===== config.mk =====
export PLATFORM = sky130hd
export DESIGN_NAME = search_dispatch
export DESIGN_NICKNAME = d
export VERILOG_FILES = /design/src/rtl/search_pkg.sv /design/src/rtl/search_lane.sv /design/src/rtl/search_dispatch.sv
export SDC_FILE = /design/constraint.sdc
export NUM_CORES = 1
export LEC_CHECK = 0
export BUFFER_PORTS_ARGS = -buffer_cell sky130_fd_sc_hd__buf_2
export CAP_MARGIN = 15
export CORE_UTILIZATION = 51
export DETAILED_ROUTE_END_ITERATION = 16
export GPL_ROUTABILITY_DRIVEN = 0
export PLACE_DENSITY_LB_ADDON = 0.3
export REMOVE_ABC_BUFFERS = 1
export SLEW_MARGIN = 25
export SYNTH_ARGS = -nofsm -noshare
export SYNTH_HDL_FRONTEND = slang
export SYNTH_SLANG_ARGS = --single-unit

===== constraint.sdc =====
create_clock -name wb_clk_i -period 3.6 [get_ports wb_clk_i]
set_input_delay 0.36 -clock wb_clk_i [delete_from_list [all_inputs] [get_ports wb_clk_i]]
set_output_delay 0.36 -clock wb_clk_i [all_outputs]
set_load 0.01 [all_outputs]

===== src/rtl/search_pkg.sv =====
// Shared parameter defaults and FSM encoding for the two-core search dispatcher.
package search_pkg;

  localparam int unsigned SEQ_WIDTH_DEF = 8;
  localparam int unsigned E_WIDTH_DEF   = 16;

  typedef enum logic [1:0] {
    ST_IDLE  = 2'd0,
    ST_RUN   = 2'd1,
    ST_DRAIN = 2'd2,
    ST_DONE  = 2'd3
  } state_e;

endpackage


===== src/rtl/search_lane.sv =====
// One core's issue slot: holds an offered sequence until taken, then tracks the
// outstanding result and remembers which sequence it belongs to.
module search_lane
  import search_pkg::*;
#(
  parameter int unsigned SEQ_WIDTH = SEQ_WIDTH_DEF
) (
  input  logic                 clk_i,
  input  logic                 rst_i,
  input  logic                 issue_i,
  input  logic [SEQ_WIDTH-1:0] issue_seq_i,
  input  logic                 flush_i,
  input  logic                 idle_done_i,
  input  logic                 core_ready_i,
  input  logic                 res_valid_i,
  output logic [SEQ_WIDTH-1:0] seq_o,
  output logic                 valid_o,
  output logic                 ready_o,
  output logic                 pend_o,
  output logic                 free_c_o,
  output logic                 xfer_c_o,
  output logic                 acc_c_o
);

  logic                 valid_q, valid_d;
  logic                 pending_q, pending_d;
  logic                 ready_q, ready_d;
  logic [SEQ_WIDTH-1:0] seq_q, seq_d;

  assign free_c_o = ~valid_q & ~pending_q;
  assign xfer_c_o = valid_q & core_ready_i;
  assign acc_c_o  = res_valid_i & ready_q & pending_q;

  always_comb begin
    valid_d   = valid_q;
    pending_d = pending_q;
    seq_d     = seq_q;
    if (xfer_c_o) begin
      valid_d   = 1'b0;
      pending_d = 1'b1;
    end
    if (acc_c_o) pending_d = 1'b0;
    if (issue_i) begin
      valid_d = 1'b1;
      seq_d   = issue_seq_i;
    end
    if (flush_i) begin
      valid_d   = 1'b0;
      pending_d = 1'b0;
    end
    // Outside a sweep the lane swallows any stale result.
    ready_d = pending_d | idle_done_i;
  end

  always_ff @(posedge clk_i or posedge rst_i) begin
    if (rst_i) begin
      valid_q   <= 1'b0;
      pending_q <= 1'b0;
      ready_q   <= 1'b0;
      seq_q     <= '0;
    end else begin
      valid_q   <= valid_d;
      pending_q <= pending_d;
      ready_q   <= ready_d;
      seq_q     <= seq_d;
    end
  end

  assign seq_o   = seq_q;
  assign valid_o = valid_q;
  assign ready_o = ready_q;
  assign pend_o  = pending_q;

endmodule


===== src/rtl/search_dispatch.sv =====
// Sweeps a sequence range across two compute cores and keeps the lowest-energy
// result together with the sequence that produced it.
module search_dispatch
  import search_pkg::*;
#(
  parameter int unsigned SEQ_WIDTH = SEQ_WIDTH_DEF,
  parameter int unsigned E_WIDTH   = E_WIDTH_DEF
) (
  input  logic                 wb_clk_i,
  input  logic                 wb_rst_i,
  input  logic                 i_start,
  input  logic                 i_abort,
  input  logic [SEQ_WIDTH-1:0] i_first,
  input  logic [SEQ_WIDTH-1:0] i_last,
  output logic [SEQ_WIDTH-1:0] o_s00_seq,
  output logic                 o_s00_valid,
  input  logic                 i_s00_ready,
  input  logic [E_WIDTH-1:0]   i_s00_e,
  input  logic                 i_s00_valid,
  output logic                 o_s00_ready,
  output logic [SEQ_WIDTH-1:0] o_s01_seq,
  output logic                 o_s01_valid,
  input  logic                 i_s01_ready,
  input  logic [E_WIDTH-1:0]   i_s01_e,
  input  logic                 i_s01_valid,
  output logic                 o_s01_ready,
  output logic                 o_busy,
  output logic                 o_done,
  output logic [E_WIDTH-1:0]   o_best_e,
  output logic [SEQ_WIDTH-1:0] o_best_seq,
  output logic                 o_best_valid
);

  localparam int unsigned CW = SEQ_WIDTH + 1;

  state_e               state_q, state_d;
  logic [SEQ_WIDTH-1:0] next_q;
  logic [CW-1:0]        issue_left_q, xfer_left_q;
  logic                 rr_q, busy_q, done_q, best_valid_q;
  logic [E_WIDTH-1:0]   best_e_q;
  logic [SEQ_WIDTH-1:0] best_seq_q;

  logic                 free0, free1, xfer0, xfer1, acc0, acc1, pend0, pend1;
  logic                 start_acc, abort_acc, can_issue, issue0, issue1;
  logic                 idle_done_c, pick1, best_upd;
  logic [SEQ_WIDTH-1:0] span_c, cand_seq;
  logic [E_WIDTH-1:0]   cand_e;
  logic [CW-1:0]        n_xfer_c;

  always_comb begin
    start_acc = i_start & ~i_abort & ((state_q == ST_IDLE) | (state_q == ST_DONE));
    abort_acc = i_abort & ((state_q == ST_RUN) | (state_q == ST_DRAIN));
    span_c    = i_last - i_first;
    n_xfer_c  = CW'(xfer0) + CW'(xfer1);
    can_issue = (state_q == ST_RUN) & (issue_left_q != '0) & ~abort_acc;
    // Round-robin only matters when both cores are free.
    issue0    = can_issue & free0 & (~free1 | ~rr_q);
    issue1    = can_issue & free1 & (~free0 | rr_q);

    state_d = state_q;
    case (state_q)
      ST_IDLE, ST_DONE: if (start_acc) state_d = ST_RUN;
      ST_RUN: begin
        if (abort_acc) state_d = ST_IDLE;
        else if ((n_xfer_c != '0) && (xfer_left_q == n_xfer_c)) state_d = ST_DRAIN;
      end
      ST_DRAIN: begin
        if (abort_acc) state_d = ST_IDLE;
        else if (~pend0 & ~pend1) state_d = ST_DONE;
      end
      default: state_d = ST_IDLE;
    endcase
    idle_done_c = (state_d == ST_IDLE) | (state_d == ST_DONE);

    // Same-cycle results: core 0 wins ties, then the candidate must strictly beat best.
    pick1    = acc1 & (~acc0 | (i_s01_e < i_s00_e));
    cand_e   = pick1 ? i_s01_e : i_s00_e;
    cand_seq = pick1 ? o_s01_seq : o_s00_seq;
    best_upd = (acc0 | acc1) & ~abort_acc & (~best_valid_q | (cand_e < best_e_q));
  end

  always_ff @(posedge wb_clk_i or posedge wb_rst_i) begin
    if (wb_rst_i) begin
      state_q      <= ST_IDLE;
      next_q       <= '0;
      issue_left_q <= '0;
      xfer_left_q  <= '0;
      rr_q         <= 1'b0;
      busy_q       <= 1'b0;
      done_q       <= 1'b0;
      best_valid_q <= 1'b0;
      best_e_q     <= '0;
      best_seq_q   <= '0;
    end else begin
      state_q <= state_d;
      busy_q  <= (state_d == ST_RUN) | (state_d == ST_DRAIN);
      done_q  <= (state_d == ST_DONE);
      if (start_acc) begin
        next_q       <= i_first;
        issue_left_q <= {1'b0, span_c} + CW'(1);
        xfer_left_q  <= {1'b0, span_c} + CW'(1);
        rr_q         <= 1'b0;
        best_valid_q <= 1'b0;
        best_e_q     <= '0;
        best_seq_q   <= '0;
      end else begin
        if (issue0 | issue1) begin
          next_q       <= next_q + SEQ_WIDTH'(1);
          issue_left_q <= issue_left_q - CW'(1);
          rr_q         <= ~rr_q;
        end
        xfer_left_q <= xfer_left_q - n_xfer_c;
        if (best_upd) begin
          best_valid_q <= 1'b1;
          best_e_q     <= cand_e;
          best_seq_q   <= cand_seq;
        end
      end
    end
  end

  search_lane #(.SEQ_WIDTH(SEQ_WIDTH)) u_lane0 (
    .clk_i(wb_clk_i), .rst_i(wb_rst_i), .issue_i(issue0), .issue_seq_i(next_q),
    .flush_i(abort_acc), .idle_done_i(idle_done_c), .core_ready_i(i_s00_ready),
    .res_valid_i(i_s00_valid), .seq_o(o_s00_seq), .valid_o(o_s00_valid),
    .ready_o(o_s00_ready), .pend_o(pend0), .free_c_o(free0), .xfer_c_o(xfer0),
    .acc_c_o(acc0)
  );

  search_lane #(.SEQ_WIDTH(SEQ_WIDTH)) u_lane1 (
    .clk_i(wb_clk_i), .rst_i(wb_rst_i), .issue_i(issue1), .issue_seq_i(next_q),
    .flush_i(abort_acc), .idle_done_i(idle_done_c), .core_ready_i(i_s01_ready),
    .res_valid_i(i_s01_valid), .seq_o(o_s01_seq), .valid_o(o_s01_valid),
    .ready_o(o_s01_ready), .pend_o(pend1), .free_c_o(free1), .xfer_c_o(xfer1),
    .acc_c_o(acc1)
  );

  assign o_busy       = busy_q;
  assign o_done       = done_q;
  assign o_best_e     = best_e_q;
  assign o_best_seq   = best_seq_q;
  assign o_best_valid = best_valid_q;

endmodule


Yosys cells after proc, flatten, opt, wreduce, memory -nomap -nowiden
Cells that the tools add are included.

Bits in registers: 78.

Equality and inequality tests: 7. Mux-type cells: 33. Reduce and logical (&&, ||, !) cells: 10. Bitwise gates (word level): 44. Add/subtract/negate cells: 6. $lt $le $gt $ge: 2.

Operator list (count): 16-bit 2-to-1 mux (3); 8-bit 2-to-1 mux (5); 16-bit less-than comparator (2); 9-bit 2-to-1 mux (3); 1-bit bitwise AND (21); 9-bit nonzero test (2); 1-bit 2-to-1 mux (16); 1-bit OR (12); 1-bit NOT (11); 2-bit 2-to-1 mux (5); 8-bit by 1-bit adder with 9-bit output (second input constant) (1); 9-bit by 2-bit == test with 1-bit output (1); 9-bit by 1-bit subtractor with 9-bit output (second input constant) (1); 9-bit by 2-bit subtractor with 9-bit output (1); 8-bit by 1-bit adder with 8-bit output (second input constant) (1); 2-bit == test (second input constant) (4); 8-bit subtractor (1); 2-bit case mux with 3 select lines (1); 3-bit nonzero test (2); 2-bit by 1-bit == test with 1-bit output (second input constant) (2); 2-bit logical NOT (2); 2-bit nonzero test (2); 1-bit by 1-bit adder with 2-bit output (1); 2-bit OR reduction (1); 1-bit logical AND (1).

Depth between registers and ports, before layout
Depth in word-level cells: 11. Gate-level depth with buffers: 18. Depth with buffers taken out: 15.

Hierarchy
Synthesis repeated with hierarchy kept, for this count alone.

Cell total of the unflattened synthesis: 567. Area, all modules: 5323.9 um^2.

Modules (own cells, without submodules): search_dispatch (cells each 505, times used 1, area each 4377.9 um^2, seq. area each 1401.3 um^2); search_lane (cells each 31, times used 2, area each 473.0 um^2, seq. area each 275.3 um^2).

Worst setup path before layout
No wires, ideal clock.

Path kind: input-to-reg. From: in i_s00_e[15]. To: reg best_e_q[10] (netlist: o_best_e[10]). Required time: 3.521 ns. Library setup time: 0.079 ns. Arrival: 3.869 ns. Path slack: -0.349 ns. Cell stages on the path: 18. Cells stage by stage: inv_1 -> ha_1 -> nand4_1 -> nor3_1 -> nand2_1 -> o21ai_2 -> buf_2 -> mux2_2 -> ha_1 -> a21o_1 -> a21o_1 -> a2111oi_2 -> o21ai_1 -> nor3_4 -> a21o_1 -> buf_6 -> buf_12 -> mux2i_1.

Longest elaborated chain between the ends: 8. Elaborated cells between the ends (all ways): 10. Classes of those cells: order compare (2); mux (3); bitwise (4); reduce/logical (1).

Ends and longest elaborated chain: from (decl) (RTL line search_dispatch.sv:18) `input logic [E_WIDTH-1:0] i_s00_e,`; 16-bit less-than comparator (RTL line search_dispatch.sv:76) `pick1 = acc1 & (~acc0 | (i_s01_e < i_s00_e));`; 1-bit OR (RTL line search_dispatch.sv:76); 1-bit bitwise AND (RTL line search_dispatch.sv:76); 16-bit 2-to-1 mux (*) (RTL line search_dispatch.sv:77) `cand_e = pick1 ? i_s01_e : i_s00_e;`; 16-bit less-than comparator (RTL line search_dispatch.sv:79) `best_upd = (acc0 | acc1) & ~abort_acc & (~best_valid_q | (cand_e < best_e_q));`; 1-bit OR (RTL line search_dispatch.sv:79); 1-bit bitwise AND (RTL line search_dispatch.sv:79); 2-bit nonzero test (no line); to (signal assigned) (RTL line search_dispatch.sv:115) `best_e_q <= cand_e;`; to (decl) (RTL line search_dispatch.sv:40) `logic [E_WIDTH-1:0] best_e_q;`.

Mark *: on every way between the ends. The rest lies on a longest branch, timed or not. The select of a mux whose other input is x is not followed. A chain may end at the register's enable or synchronous reset.

Worst setup path after layout
From: in i_s00_e[5]. To: reg best_e_q[10] (netlist: o_best_e[10]).

Same word-level chain as after synthesis.

==> flow_summary.yaml <==
timing:
  fmax_mhz: 292
  tightest_slew_ns: 0.919
  setup_viol: 0
  finalHoldViolations: 0
  maxSlewViolCount: 0
  finalCritPeriodShare: 0.953
  fin_crit_ns: 3.43
  relSlewSlack: 0.385
  skew_ns: 0.0102
  worst_hold_slack_ns: 0.105
floorplanning:
  io_pins: 103
  dieArea_um2: 10500
  start_util: 0.528
  fp.coreArea_um2: 9770
  die-width_um: 103
  die_h_um: 103
  rows: 36
worst_setup_path:
  crit_fanout: 7
  critPathKind: "primary input to register"
  crit_required_ns: 3.89
  path_delay_family: "compound AO/OA/AOI/OAI gates"
  worst_ep_arrival_time_ns: 3.71
  worst-path-buf-inv: 4
  crit_slowest_cell: "mux2_2"
  r2r-end: "o_best_e[10]$_DFFE_PP0P_"
  cp-start-kind: "primary input"
  r2r-start: "u_lane1.pend_o$_DFF_PP0_"
  crit_top_cell: "a21o_1"
  timing.reg2reg.setup_slack_ns: 0.19
  worst_path_largest_cell_delay_ns: 0.34
  crit_chain: "buf_2, inv_1, ha_1, a21oi_1, o21ai_0, a41oi_2, o21ai_4, buf_6, mux2_2, ha_1, a21o_1, a21o_1, a2111oi_4, o21ai_2, a211oi_2, a21o_1, clkbuf_16, mux2i_1"
  worstSetupEndpointType: "register"
  r2r_cells: 14
finish:
  drive_above_1_share: 0.308
  nets: 777
  final_cell_mix: "buf_2, dfrtp_1, nand2_1"
  area_delta_synth_final_pct: 22.9
  final_area_um2: 6340
  final_common_cell: "buf_2"
  diodes: 0
  final_cell_count_no_fill: 809
  nFillCells: 819
yosys:
  synth-edff-count: 0
  synth_ff_type: "dfrtp_1"
  ys_seq_area_frac: 0.378
  synth.avg_cell_area_um2: 9.50
  synthCells: 543
  netlist_area_um2: 5160
  ys_warn_count: 0
  async_flop_share: 1.00
  ys_seq_elements: 78
  synth.distinct_cells: 53
clock_network:
  cts_buffer_depth: 2
  cts-root-buf: "clkbuf_8"
  numCtsBuffers: 9
  cts_tree: "built"
  htreeDepth: 3
  cts_hold_buffers: 0
  cts_sinks: 78
  clkTransAtPathRegs_ns: 0.08
  clk-insertion-delay-late_ns: 0.36
placement:
  placed_area_um2: 5960
  dp.cells: 790
  port_buffers: 102
  dp_hpwl_um: 9400
power_and_ir_drop:
  netSwitchingPower_mw: 1.74
  leakagePower_nw: 3.09
  p_int_mw: 2.64
  vdd_drop_max_uv: 236
  sw_frac_of_total: 0.397
  p_clk_frac: 0.163
  pwr_density_cell_nw_per_um2: 690
  power_frac_comb: 0.482
  pwr-share-seq: 0.354
detailed_routing:
  drt_iter0_markers: 152
  routed_wl_um: 12400
  first_pass_iters: 4
  via_per_inst: 5.44
  num_vias: 4405
  remaining_drc_errors: 0
  routedWlPerCell_um: 15.3
  ant_nets: 0
flow_run:
  cap_viol_max_count: 0
worst_hold_path:
  min_path_type: "primary input to asynchronous set/reset pin"
global_route:
  grt_pass1_vias: 4266
  antenna_found_initial: 0
  grt_use_total: 0.239
  grt_max_degree: 48
  grt_pass1_wl_um: 19200
  overflow: 0
status:
  outcome: "completed"
[cell usage after synthesis (5+ instances only)]
| master | number | area share |
|---|---|---|
| buf_2 | 7 | 0.0068 |
| nor3_1 | 7 | 0.0068 |
| mux2_2 | 31 | 0.068 |
| dfrtp_1 | 78 | 0.38 |
| a21oi_1 | 27 | 0.026 |
| inv_1 | 58 | 0.042 |
| nor2_1 | 36 | 0.026 |
| nand2_1 | 64 | 0.047 |
| nand4_1 | 9 | 0.011 |
| clkbuf_1 | 7 | 0.0051 |
| mux2i_1 | 26 | 0.050 |
| xnor2_1 | 22 | 0.037 |
| o21ai_0 | 24 | 0.023 |
| nand3_1 | 7 | 0.0068 |
| a211oi_1 | 23 | 0.033 |
| nor2b_1 | 5 | 0.0061 |
| ha_1 | 47 | 0.11 |
| xor2_1 | 7 | 0.012 |
[sequential cells by signal (all words and copies together) (netlist names), 2 cells and up]
register and cells:
u_lane1.seq_o 8, u_lane0.seq_o 8, o_best_seq 8, state_q 2, next_q 8, xfer_left_q 9, issue_left_q 9, o_best_e 16
[metal layers]
| layer | track usage | part of all wire | vias up |
|---|---|---|---|
| li1 | - | - | 2148 |
| met1 | 0.302 | 0.44 | 2109 |
| met2 | 0.407 | 0.49 | 120 |
| met3 | 0.0441 | 0.047 | 28 |
| met4 | 0.0901 | 0.023 | 0 |
| met5 | 0 | 0 | - |
[metrics by stage]
step,power [mW],TNS [ns],setup WS [ns],utilization
final,4.38,0,0.171,0.649
after global routing,4.70,-0.545,-0.0597,0.649
after CTS,4.28,0,0.0284,0.632
after detailed placement,3.55,-7.74,-0.381,0.610
after global placement,3.46,-4.45,-0.205,0.610
after floorplan,2.83,-34.04,-1.46,-
[power groups by stage]
stage	Clock, mW	Combinational [mW]	Sequential (mW)
2_1_floorplan	0	1.24	1.60
3_3_place_gp	0	1.92	1.54
3_5_place_dp	0	1.99	1.56
4_1_cts	0.726	2.00	1.55
5_1_grt	0.761	2.34	1.60
6_report	0.715	2.11	1.55
[worst max-delay path by stage]
stage / startpoint / end / slack (ns) / cells after the start
2_1_floorplan: i_s00_e[15] / o_best_seq[0]$_DFFE_PP0P_ / -1.46 / 15
3_3_place_gp: i_s00_e[2] / o_best_e[1]$_DFFE_PP0P_ / -0.20 / 17
3_5_place_dp: i_s00_e[2] / o_best_e[1]$_DFFE_PP0P_ / -0.38 / 17
6_report: i_s00_e[5] / o_best_e[10]$_DFFE_PP0P_ / 0.17 / 18
5_1_grt: i_s00_e[14] / o_best_seq[2]$_DFFE_PP0P_ / -0.06 / 17
4_1_cts: i_s00_e[2] / o_best_e[1]$_DFFE_PP0P_ / 0.03 / 17
[logic make-up after synthesis]
logic type | Yosys count | synth area share
compound gates | 103 | 0.131
xor+xnor | 29 | 0.0492
flops | 78 | 0.378
fa+ha+maj | 49 | 0.122
buf+inv | 75 | 0.0623
mux | 58 | 0.121
simple gates | 151 | 0.137
[what timing repair did]
| action | in CTS | in global routing |
|---|---|---|
| gates resized for setup | 1 | 20 |
| gates cloned | 0 | 1 |
| setup buffers | 0 | 3 |
| endpoints found under the setup margin | 1 | 24 |
| pin swaps | 0 | 10 |
[cell type report]
class                   instances  area, um^2  area share
clock buffers                   9         124      0.0195
inverters                      58         219      0.0345
well taps                     133         166      0.0262
flip-flops and latches         78        1950       0.308
multi-input cells             390        3000       0.472
clock inverters                 6        86.3      0.0136
repair buffers                135         800       0.126
Power figures use the tool's default switching activity.
